**config.mk**
```make
export PLATFORM = sky130hd
export DESIGN_NAME = fir_coef_loader
export DESIGN_NICKNAME = d
export VERILOG_FILES = /design/src/rtl/fir_coef_loader.sv
export SDC_FILE = /design/constraint.sdc
export NUM_CORES = 1
export LEC_CHECK = 0
export CAP_MARGIN = 20
export CORE_MARGIN = 4
export CORE_UTILIZATION = 31
export DETAILED_ROUTE_END_ITERATION = 10
export PLACE_DENSITY = 0.65
export SYNTH_ARGS = -nofsm -noshare
export SYNTH_HDL_FRONTEND = slang
export SYNTH_SLANG_ARGS = --single-unit
```
**constraint.sdc**
```tcl
create_clock -name clk -period 3.92 [get_ports clk]
set_input_delay 0.784 -clock clk [delete_from_list [all_inputs] [get_ports clk]]
set_output_delay 0.784 -clock clk [all_outputs]
set_load 0.05 [all_outputs]
```
**src/rtl/fir_coef_loader.sv**
```systemverilog
`timescale 1ns/1ps
// fir_coef_loader
//   Streams FIR coefficient words into the write port (s1) of fir_memory.
//   Words are written to consecutive addresses from a commanded base, with
//   the address wrapping modulo 2^ADDR_W. While a load is in progress the
//   filter's adj input is held low so coefficient updates halt.
//
//   Optional feature, macro FIR_LOADER_VERIFY_EN: after the load, the words
//   are read back through the same port and their modulo sum is compared
//   with the sum of the accepted words; a mismatch sets the sticky err.
//
// Ports:
//   clk, rst                  clock, asynchronous active-low reset
//   start, base_addr, count   load command (count 0..2^ADDR_W)
//   s_valid, s_data, s_ready  coefficient stream
//   fir_memory_s1_*           memory port (registered outputs, readdata in)
//   adj                       filter update enable (low while busy)
//   busy, done, err           status: in progress, completion pulse, verify fail
module fir_coef_loader #(
    parameter int ADDR_W = 15,
    parameter int DATA_W = 32
) (
    input  logic                clk,
    input  logic                rst,
    input  logic                start,
    input  logic [ADDR_W-1:0]   base_addr,
    input  logic [ADDR_W:0]     count,
    input  logic                s_valid,
    input  logic [DATA_W-1:0]   s_data,
    output logic                s_ready,
    output logic [ADDR_W-1:0]   fir_memory_s1_address,
    output logic                fir_memory_s1_chipselect,
    output logic                fir_memory_s1_clken,
    output logic                fir_memory_s1_write,
    output logic [DATA_W-1:0]   fir_memory_s1_writedata,
    output logic [DATA_W/8-1:0] fir_memory_s1_byteenable,
    input  logic [DATA_W-1:0]   fir_memory_s1_readdata,
    output logic                adj,
    output logic                busy,
    output logic                done,
    output logic                err
);

    typedef enum logic [1:0] {IDLE, LOAD, VERIFY, DONE} state_t;

    state_t              state;
    logic [ADDR_W-1:0]   waddr;    // next address to access
    logic [ADDR_W:0]     remain;   // words still to accept

`ifdef FIR_LOADER_VERIFY_EN
    logic [ADDR_W-1:0]   base_q;
    logic [ADDR_W:0]     cnt_q;
    logic [ADDR_W:0]     iss_left; // reads still to issue
    logic [ADDR_W:0]     rd_left;  // read results still to collect
    logic                rd_pend;  // readdata of last cycle's read is valid now
    logic [DATA_W-1:0]   wr_sum;
    logic [DATA_W-1:0]   rd_sum;
    logic                err_q;

    assign err = err_q;
`else
    logic unused_rd;

    assign err       = 1'b0;
    assign unused_rd = ^fir_memory_s1_readdata;
`endif

    always_ff @(posedge clk or negedge rst) begin
        if (!rst) begin
            state                    <= IDLE;
            waddr                    <= '0;
            remain                   <= '0;
            s_ready                  <= 1'b0;
            fir_memory_s1_address    <= '0;
            fir_memory_s1_chipselect <= 1'b0;
            fir_memory_s1_clken      <= 1'b0;
            fir_memory_s1_write      <= 1'b0;
            fir_memory_s1_writedata  <= '0;
            fir_memory_s1_byteenable <= '0;
            adj                      <= 1'b1;
            busy                     <= 1'b0;
            done                     <= 1'b0;
`ifdef FIR_LOADER_VERIFY_EN
            base_q   <= '0;
            cnt_q    <= '0;
            iss_left <= '0;
            rd_left  <= '0;
            rd_pend  <= 1'b0;
            wr_sum   <= '0;
            rd_sum   <= '0;
            err_q    <= 1'b0;
`endif
        end else begin
            // Access strobes are single-cycle; re-asserted per access below.
            fir_memory_s1_chipselect <= 1'b0;
            fir_memory_s1_clken      <= 1'b0;
            fir_memory_s1_write      <= 1'b0;
            fir_memory_s1_byteenable <= '0;
            done                     <= 1'b0;
`ifdef FIR_LOADER_VERIFY_EN
            rd_pend <= fir_memory_s1_chipselect & ~fir_memory_s1_write;
`endif
            case (state)
                IDLE: begin
                    // busy still high here means this is the done-pulse
                    // cycle: release the filter now, accept commands next.
                    if (busy) begin
                        busy <= 1'b0;
                        adj  <= 1'b1;
                    end else if (start) begin
                        busy   <= 1'b1;
                        adj    <= 1'b0;
                        waddr  <= base_addr;
                        remain <= count;
`ifdef FIR_LOADER_VERIFY_EN
                        base_q <= base_addr;
                        cnt_q  <= count;
                        wr_sum <= '0;
                        err_q  <= 1'b0;
`endif
                        if (count == '0) begin
                            state <= DONE;
                        end else begin
                            state   <= LOAD;
                            s_ready <= 1'b1;
                        end
                    end
                end
                LOAD: begin
                    // s_ready is high for the whole of LOAD
                    if (s_valid) begin
                        fir_memory_s1_address    <= waddr;
                        fir_memory_s1_chipselect <= 1'b1;
                        fir_memory_s1_clken      <= 1'b1;
                        fir_memory_s1_write      <= 1'b1;
                        fir_memory_s1_writedata  <= s_data;
                        fir_memory_s1_byteenable <= '1;
                        waddr  <= waddr + 1'b1;
                        remain <= remain - 1'b1;
`ifdef FIR_LOADER_VERIFY_EN
                        wr_sum <= wr_sum + s_data;
`endif
                        if (remain == 1) begin
                            s_ready <= 1'b0;
`ifdef FIR_LOADER_VERIFY_EN
                            // The last write occupies the port next cycle;
                            // reads start the cycle after that.
                            state    <= VERIFY;
                            waddr    <= base_q;
                            iss_left <= cnt_q;
                            rd_left  <= cnt_q;
                            rd_sum   <= '0;
`else
                            state <= DONE;
`endif
                        end
                    end
                end
`ifdef FIR_LOADER_VERIFY_EN
                VERIFY: begin
                    if (iss_left != '0) begin
                        fir_memory_s1_address    <= waddr;
                        fir_memory_s1_chipselect <= 1'b1;
                        fir_memory_s1_clken      <= 1'b1;
                        waddr    <= waddr + 1'b1;
                        iss_left <= iss_left - 1'b1;
                    end
                    if (rd_pend) begin
                        rd_sum  <= rd_sum + fir_memory_s1_readdata;
                        rd_left <= rd_left - 1'b1;
                        if (rd_left == 1) begin
                            err_q <= (rd_sum + fir_memory_s1_readdata) != wr_sum;
                            state <= DONE;
                        end
                    end
                end
`endif
                DONE: begin
                    done  <= 1'b1;
                    state <= IDLE;
                end
                default: state <= IDLE;
            endcase
        end
    end

endmodule

```
==> reports/qor.yml, run 1 <==
drv_slew: 0
synth_top_family_by_area: "compound AO/OA/AOI/OAI gates"
synth_fp_nets: 501
hold_ws_ps: 297
boundaryPins: 158
core_sq_mm: 0.0133
io_buffers: 124
ys_ff_latch: 85
syn_area_sq_mm: 0.00422
async_flop_share_pct: 100
multiInputGateArea_sq_mm: 0.00187
path_clk_slew_ps: 60
status: "completed"
cap_violations: 0
synth_seq_area_share_pct: 50.4
dp_hpwl_um: 8030
path_cells: "and2b_1, buf_4, nand2_2, inv_2, mux2_2"
synth_compound_area_share_pct: 18.2
hold_violations: 0
antenna_cells: 0
wl_per_cell_um: 16.4
start_kind: "register"
fin_crit_ps: 2630
ys_types: 58
grt_pass1_wl_um: 18600
yosys-top-cells-count: "dfrtp_1, nand2_1, mux2_2"
fin_worst_skew_ps: 6.87
setup-violations-final: 0
place_congestion: 0.799
die_height_um: 125
tns_ps: 0
die_w_um: 125
cp.required_ps: 4140
hp-class: "in2async"
fill_cells: 1241
yosys_warnings: 0
drt_iter0_markers: 260
synthTopCellsByArea: "dfrtp_1, mux2_2, nand2_1"
grt_overflow: 0
crit_buf_inv: 2
area.sequential_sq_mm: 0.00213
grt_pass1_vias: 3593
die_area_sq_mm: 0.0156
cp.arrival_ps: 2850
synth_cells: 399
fin_crit_sh_pct: 67.2
synthXorXnorAreaFrac_pct: 0
synthSimpleGateAreaFrac_pct: 15.6
drt-pass1-iter-count: 4
synthAdderAreaFrac_pct: 0.889
start_util_pct: 31.8
cts_buffers: 9
crit_type: "reg2reg"
p_leak_nw: 2.34
synthMuxAreaShare_pct: 9.54
drc: 0
p_per_area_mw_per_mm2: 934
routed_wl_um: 11300
r2r_cells: 5
synth_edf_count: 0
post_drt_via_cell_ratio: 5.13
cp.depth: 5
num_rows: 42
cts_hold_buf: 0
grt_max_degree: 86
area_growth_pct: 38.7
ant_nets: 0
avgSynthCellArea_sq_um: 10.6
rsz0062_at_grt: "false"
irDropWorstVdd_mv: 0.459
slowest_stage: "inv_2"
max_stage_delay_ps: 720
cp-end-kind: "register"
h-tree-depth: 3
drive_gt1_share_pct: 15.6
timing_worst_slew_pin_value_ps: 865
antenna_found_initial: 0
grtUsageTotal_pct: 14.7
max_freq_mhz: 380
post-cts-setup-buffers: 0
worstPathMaxFanout: 45
rrSetupSlack_ps: 1290
post_cts_resized: 0
yosysMostFrequentCell: "dfrtp_1"
fin_nets: 610
clock-root-buffer: "clkbuf_16"
cts_tree: "done"
vias: 3530
clk-insertion-delay-late_ps: 340
slew_headroom_pct: 41.5
synth_top_area_share_pct: 49.8
ys.flop_type: "dfrtp_1"
cpLargestDelayFamily: "buffers and inverters"
cts_sinks: 85
cts.path.max_buffers: 2
yosysTopAreaCell: "dfrtp_1"
==> layer usage <==
| metal | part of all wire [%] | global-route usage (%) | vias up |
|---|---|---|---|
| li1 | - | - | 1662 |
| met1 | 41 | 17.6 | 1731 |
| met2 | 50 | 24.7 | 120 |
| met3 | 7.7 | 5.32 | 17 |
| met4 | 1.6 | 4.45 | 0 |
| met5 | 0 | 0 | - |
==> cell type report <==
class / instances / share of cell area [%]
sequential: 85 / 36.3
timing repair buffer: 129 / 22.1
multi-input combinational: 276 / 32.0
clock buffer: 11 / 4.14
inverter: 7 / 0.449
clock inverter: 4 / 1.24
tap: 176 / 3.76
==> layout by cell type (no fill, tap or decap), types with 2 or more instances in the layout <==
cell type / instances
a211oi_2: 2
a21o_1: 3
a21oi_1: 27
a21oi_2: 8
a22oi_1: 3
a2bb2oi_1: 2
a2bb2oi_2: 6
a31oi_1: 3
and2_1: 3
and4_1: 3
buf_4: 5
bufinv_16: 2
clkbuf_16: 9
clkdlybuf4s50_1: 123
dfrtp_1: 84
ha_1: 3
inv_1: 6
mux2_2: 34
mux2i_1: 2
nand2_1: 65
nand2b_1: 4
nand3_1: 11
nand4_1: 9
nor2_1: 8
nor3_1: 5
nor4_1: 6
nor4b_1: 2
o211ai_1: 2
o21a_1: 3
o21ai_0: 10
o21ai_1: 6
o22a_1: 2
o22ai_1: 15
o31ai_1: 2
o32ai_1: 3
o41ai_1: 3
or4_1: 2
==> worst reg2reg max path, cell delays in order (launching register included) <==
cell	delay (ps)
dfrtp_1	530
and2b_1	260
buf_4	260
nand2_2	280
inv_2	730
mux2_2	460
==> sequential cells by signal (all words and copies together), names as in the netlist <==
register                  cells
remain                       16
busy                          1
done                          1
waddr                        15
fir_memory_s1_writedata      32
s_ready                       1
state                         2
adj                           1
fir_memory_s1_byteenable      1
fir_memory_s1_address        15
==> final timing paths <==
path,startpoint,to
setup / recovery,state[1],fir_memory_s1_writedata[30]
hold reg to reg,fir_memory_s1_address[11],fir_memory_s1_address[11]
min in group clk,fir_memory_s1_address[11],fir_memory_s1_address[11]
hold / removal,rst,fir_memory_s1_writedata[13]
setup reg to reg,state[1],fir_memory_s1_writedata[30]
max in group asynchronous,rst,adj
==> kinds of logic (layout without fill, tap and decap cells) <==
kind of cell / Yosys count / after routing
AO/OA/AOI/OAI: 106 / 106
flip-flops: 85 / 85
buffers and inverters: 38 / 151
multiplexers: 36 / 36
adder cells (fa/ha/maj): 3 / 3
AND/OR/NAND/NOR: 130 / 130
other: 1 / 1
==> report_power, final <==
part | switching (W) | total (W) | internal [W]
clock network | 0.000337 | 0.000908 | 0.000571
logic | 0.00180 | 0.00288 | 0.00108
registers | 0.000385 | 0.00168 | 0.00129
total | 0.00253 | 0.00547 | 0.00294
==> metrics by stage <==
step | setup slack [ps] | util (%) | power, W | instances | area [sq um]
finish | 1290 | 44.1 | 0.00547 | 688 | 5860
global route | 1030 | 44.1 | 0.00580 | 688 | 5860
CTS | 1220 | 43.9 | 0.00553 | 687 | 5830
detailed placement | 980 | 41.5 | 0.00460 | 672 | 5520
global placement | 1000 | 41.5 | 0.00453 | 672 | 5520
floorplan | 2010 | - | 0.00373 | 399 | 4220
(Power assumes the default switching activity.)
==> run 2, diff against run 1 <==
--- a/config.mk
+++ b/config.mk
@@ -9,7 +9,7 @@
 export CORE_MARGIN = 4
 export CORE_UTILIZATION = 31
 export DETAILED_ROUTE_END_ITERATION = 10
-export PLACE_DENSITY = 0.65
+export PLACE_DENSITY = 0.67
 export SYNTH_ARGS = -nofsm -noshare
 export SYNTH_HDL_FRONTEND = slang
 export SYNTH_SLANG_ARGS = --single-unit
==> constraint.sdc (replaced) <==
create_clock -name clk -period 2.4 [get_ports clk]
set_input_delay 0.48 -clock clk [delete_from_list [all_inputs] [get_ports clk]]
set_output_delay 0.48 -clock clk [all_outputs]
set_load 0.05 [all_outputs]
==> reports/qor.yml, run 2 (synthesis results as in run 1) <==
die_height_um: 125
max_freq_mhz: 467
layout_commonest_cell: "clkdlybuf4s50_1"
post_drt_via_cell_ratio: 5.09
grt_overflow: 0
rsz0062_at_grt: "false"
start_kind: "register"
grt_max_degree: 50
largest_reg_flops: 32
post-cts-setup-buffers: 0
setup-violations-final: 0
fill_cells: 1257
regMostFlops: "fir_memory_s1_writedata"
slowest_stage: "clkdlybuf4s50_1"
cp-end-kind: "output port"
dp_hpwl_um: 8040
start_util_pct: 31.8
crit_type: "reg2out"
crit_buf_inv: 1
irDropWorstVdd_mv: 0.496
timing_worst_slew_pin_value_ps: 578
clk-insertion-delay-late_ps: 330
clock-root-buffer: "clkbuf_16"
die_w_um: 125
num_rows: 42
ant_nets: 0
vias: 3536
cts_hold_buf: 0
reg2reg_from: "state[0]"
place_congestion: 0.868
cap_violations: 0
area_growth_pct: 40.0
post_cts_resized: 0
rrSetupSlack_ps: 520
fin_crit_sh_pct: 89.2
slew_headroom_pct: 61.3
cp.required_ps: 1920
final_cell_mix: "clkdlybuf4s50_1, dfrtp_1, nand2_1"
p_leak_nw: 2.37
path_clk_slew_ps: 60
die_area_sq_mm: 0.0156
cts_tree: "done"
drt_iter0_markers: 305
fin_worst_skew_ps: 8.35
multiInputGateArea_sq_mm: 0.00187
cts_sinks: 85
core_sq_mm: 0.0133
worstPathMaxFanout: 2
area.sequential_sq_mm: 0.00213
wl_per_cell_um: 16.0
grt_pass1_wl_um: 18600
r2r_cells: 5
path_cells: "clkdlybuf4s50_1"
grt_pass1_vias: 3566
hp-class: "in2async"
hold_ws_ps: 100
r2r_end: "state[1]"
reg_top3: "fir_memory_s1_writedata x32, remain x16"
antenna_cells: 0
drc: 0
drt-pass1-iter-count: 4
routed_wl_um: 11100
cts_buffers: 9
cpLargestDelayFamily: "buffers and inverters"
hold_violations: 0
p_per_area_mw_per_mm2: 1510
h-tree-depth: 3
drv_slew: 0
status: "completed"
grtUsageTotal_pct: 14.3
antenna_found_initial: 0
boundaryPins: 158
max_stage_delay_ps: 800
fin_crit_ps: 2140
cp.arrival_ps: 1660
tns_ps: 0
cts.path.max_buffers: 2
fin_nets: 617
drive_gt1_share_pct: 17.0
io_buffers: 124
## run 2: cell count changes in the layout (fill, tap and decap cells not counted), sizes merged
cell	previous run	this run
buf	6	13
clkinv	1	2
clkinvlp	1	2
clkbuf	11	9
bufinv	2	1
inv	7	8
## run 2: stage by stage
stage | worst slack [ps] | instances | power, W | cell area, sq um | utilization, %
2_1_floorplan | 612 | 399 | 0.00609 | 4220 | -
3_3_place_gp | 145 | 680 | 0.00751 | 5630 | 42.3
3_5_place_dp | 110 | 680 | 0.00763 | 5630 | 42.3
4_1_cts | 240 | 695 | 0.00903 | 5910 | 44.5
5_1_grt | 214 | 695 | 0.00950 | 5910 | 44.5
6_report | 258 | 695 | 0.00895 | 5910 | 44.5
## run 2: layout make-up
type                    instances  area share, %
clock buffers                   9           3.81
clock inverters                 6           1.08
inverters                       7          0.444
multi-input cells             276           31.6
flip-flops and latches         85           36.0
well taps                     176           3.72
repair buffers                136           23.3
## run 2: how the worst max path moves through the flow
stage | startpoint | end | slack [ps] | cells past startpoint
2_1_floorplan | busy | remain[5] | 610 | 5
3_3_place_gp | start | waddr[14] | 140 | 6
5_1_grt | adj | adj | 210 | 1
3_5_place_dp | start | state[1] | 110 | 6
6_report | adj | adj | 260 | 1
4_1_cts | adj | adj | 240 | 1
## run 2: where the power goes
part / total [W] / leakage [nW] / internal [W] / switching (W)
Sequential: 0.00276 / 0.984 / 0.00211 / 0.000643
Clock: 0.00137 / 0.138 / 0.000800 / 0.000569
Combinational: 0.00483 / 1.25 / 0.00186 / 0.00297
Total: 0.00895 / 2.37 / 0.00477 / 0.00418
## run 2: routing by layer
metal  vias up  track usage, %  wire [um]
met2       133            22.8       5290
met3         9            3.86        678
met1      1712            19.1       5060
li1       1682               -          -
met4         0            4.13         93
met5         -               0          0
==> run 3, diff against run 2 <==
--- a/config.mk
+++ b/config.mk
@@ -5,11 +5,12 @@
 export SDC_FILE = /design/constraint.sdc
 export NUM_CORES = 1
 export LEC_CHECK = 0
+export ABC_AREA = 1
 export CAP_MARGIN = 20
 export CORE_MARGIN = 4
 export CORE_UTILIZATION = 31
 export DETAILED_ROUTE_END_ITERATION = 10
-export PLACE_DENSITY = 0.67
+export PLACE_DENSITY = 0.66
 export SYNTH_ARGS = -nofsm -noshare
 export SYNTH_HDL_FRONTEND = slang
 export SYNTH_SLANG_ARGS = --single-unit
==> reports/qor.yml, run 3 <==
setup-violations-final: 0
cp.arrival_ps: 1670
reg_top3: "fir_memory_s1_writedata x32, remain x16"
regMostFlops: "fir_memory_s1_writedata"
avgSynthCellArea_sq_um: 7.47
layout_commonest_cell: "nand2_1"
core_sq_mm: 0.0135
grt_overflow: 0
cts_sinks: 85
largest_reg_flops: 32
post_cts_resized: 0
clk-insertion-delay-late_ps: 340
place_congestion: 0.878
routed_wl_um: 11800
start_util_pct: 32.1
worstPathMaxFanout: 2
rsz0062_at_grt: "false"
fin_crit_ps: 2150
slew_headroom_pct: 32.2
tns_ps: 0
crit_buf_inv: 1
final_cell_mix: "nand2_1, clkdlybuf4s50_1, dfrtp_1"
start_kind: "register"
drive_gt1_share_pct: 5.87
cts.path.max_buffers: 2
grt_pass1_wl_um: 19500
fin_worst_skew_ps: 4.61
p_per_area_mw_per_mm2: 1630
area_growth_pct: 38.9
cts_tree: "done"
r2r_end: "fir_memory_s1_address[11]"
p_leak_nw: 2.86
die_area_sq_mm: 0.0159
synth_fp_nets: 681
antenna_found_initial: 0
rrSetupSlack_ps: 410
die_w_um: 126
num_rows: 42
fin_nets: 796
timing_worst_slew_pin_value_ps: 1020
cap_violations: 0
synth_top_area_share_pct: 48.6
h-tree-depth: 3
crit_start: "adj"
dp_hpwl_um: 8390
ys.flop_type: "dfrtp_1"
finalPower_w: 0.00979
drv_slew: 0
synth_cells: 579
ys_types: 32
path_clk_slew_ps: 60
yosys_warnings: 0
ant_nets: 0
drt_iter0_markers: 339
cts_buffers: 9
synthTopCellsByArea: "dfrtp_1, nand2_1, nor2_1"
synth_edf_count: 0
drc: 0
post_drt_via_cell_ratio: 4.67
slowest_stage: "clkdlybuf4s50_1"
wl_per_cell_um: 13.5
ys_ff_latch: 85
fin_crit_sh_pct: 89.4
async_flop_share_pct: 100
irDropWorstVdd_mv: 0.960
grt_pass1_vias: 3950
crit_type: "reg2out"
hp-class: "in2async"
io_buffers: 124
cpLargestDelayFamily: "buffers and inverters"
path_cells: "clkdlybuf4s50_1"
boundaryPins: 158
synth_seq_area_share_pct: 49.2
hold_violations: 0
clock-root-buffer: "clkbuf_16"
yosysMostFrequentCell: "nand2_1"
yosysTopAreaCell: "dfrtp_1"
vias: 4083
max_freq_mhz: 466
post-cts-setup-buffers: 0
cp.required_ps: 1920
r2r_cells: 6
yosys-top-cells-count: "nand2_1, dfrtp_1, nor2_1"
max_stage_delay_ps: 790
cp-end-kind: "output port"
grt_max_degree: 61
die_height_um: 126
fill_cells: 1336
syn_area_sq_mm: 0.00432
grtUsageTotal_pct: 15.0
reg2reg_from: "state[1]"
drt-pass1-iter-count: 4
cts_hold_buf: 0
antenna_cells: 0
status: "completed"
[run 3: cell count changes after synthesis, moves of 6 or more]
cell / before / now
a21oi_1: 27 / 12
a21oi_2: 8 / 0
a2bb2oi_2: 6 / 0
inv_1: 6 / 46
mux2_2: 34 / 0
nand2_1: 65 / 209
nand3_1: 11 / 30
nor2_1: 8 / 74
nor4_1: 6 / 0
o21ai_0: 10 / 18
o21ai_1: 6 / 32
o22ai_1: 15 / 4
xor2_1: 0 / 6
[run 3: area by class of cell]
cell class | instances | area (sq um) | share of cell area [%]
Tap cell | 176 | 220 | 3.67
Clock inverter | 6 | 62.6 | 1.04
Sequential cell | 85 | 2130 | 35.4
Timing Repair Buffer | 132 | 1320 | 22.0
Multi-Input combinational cell | 416 | 1840 | 30.7
Clock buffer | 10 | 239 | 3.98
Inverter | 50 | 188 | 3.13
[run 3: power breakdown]
part | switching [W] | internal, W | leakage [nW] | total, W
sequential | 0.000533 | 0.00217 | 1.03 | 0.00270
clock | 0.000574 | 0.000833 | 0.152 | 0.00141
combinational | 0.00382 | 0.00186 | 1.68 | 0.00568
[run 3: stage by stage]
stage	hold WS, ps	instances	utilization [%]	instance area, sq um	setup slack, ps
global route	225	875	44.6	6000	178
floorplan	184	579	-	4320	942
global placement	454	859	42.4	5700	276
detailed placement	457	859	42.4	5700	225
CTS	197	875	44.6	6000	238
finish	161	875	44.6	6000	254
[run 3: per-layer routing]
metal / vias up / GRT usage [%] / share of wire [%]
li1: 2042 / - / -
met1: 1879 / 19.1 / 44
met2: 136 / 24.4 / 48
met3: 26 / 2.67 / 5.0
met4: 0 / 7.76 / 3.5
met5: - / 0 / 0
[run 3: cells by family (layout without fill, tap and decap cells)]
kind of cell | count (synthesis) | count (layout) | share of synthesized area (%)
xor+xnor | 6 | 6 | 1.22
fa+ha+maj | 3 | 3 | 0.868
buf+inv | 78 | 198 | 8.16
flops | 85 | 85 | 49.2
compound gates | 74 | 74 | 9.20
simple gates | 332 | 332 | 31.2
other cells | 1 | 1 | 0.0867
[run 3: worst max path at each step]
stage,to,slack [ps],cells past startpoint
final,adj,250,1
after global routing,fir_memory_s1_address[0],180,6
after CTS,adj,240,1
after detailed placement,fir_memory_s1_address[11],220,6
after global placement,fir_memory_s1_address[2],280,6
after floorplan,fir_memory_s1_byteenable[0],940,1
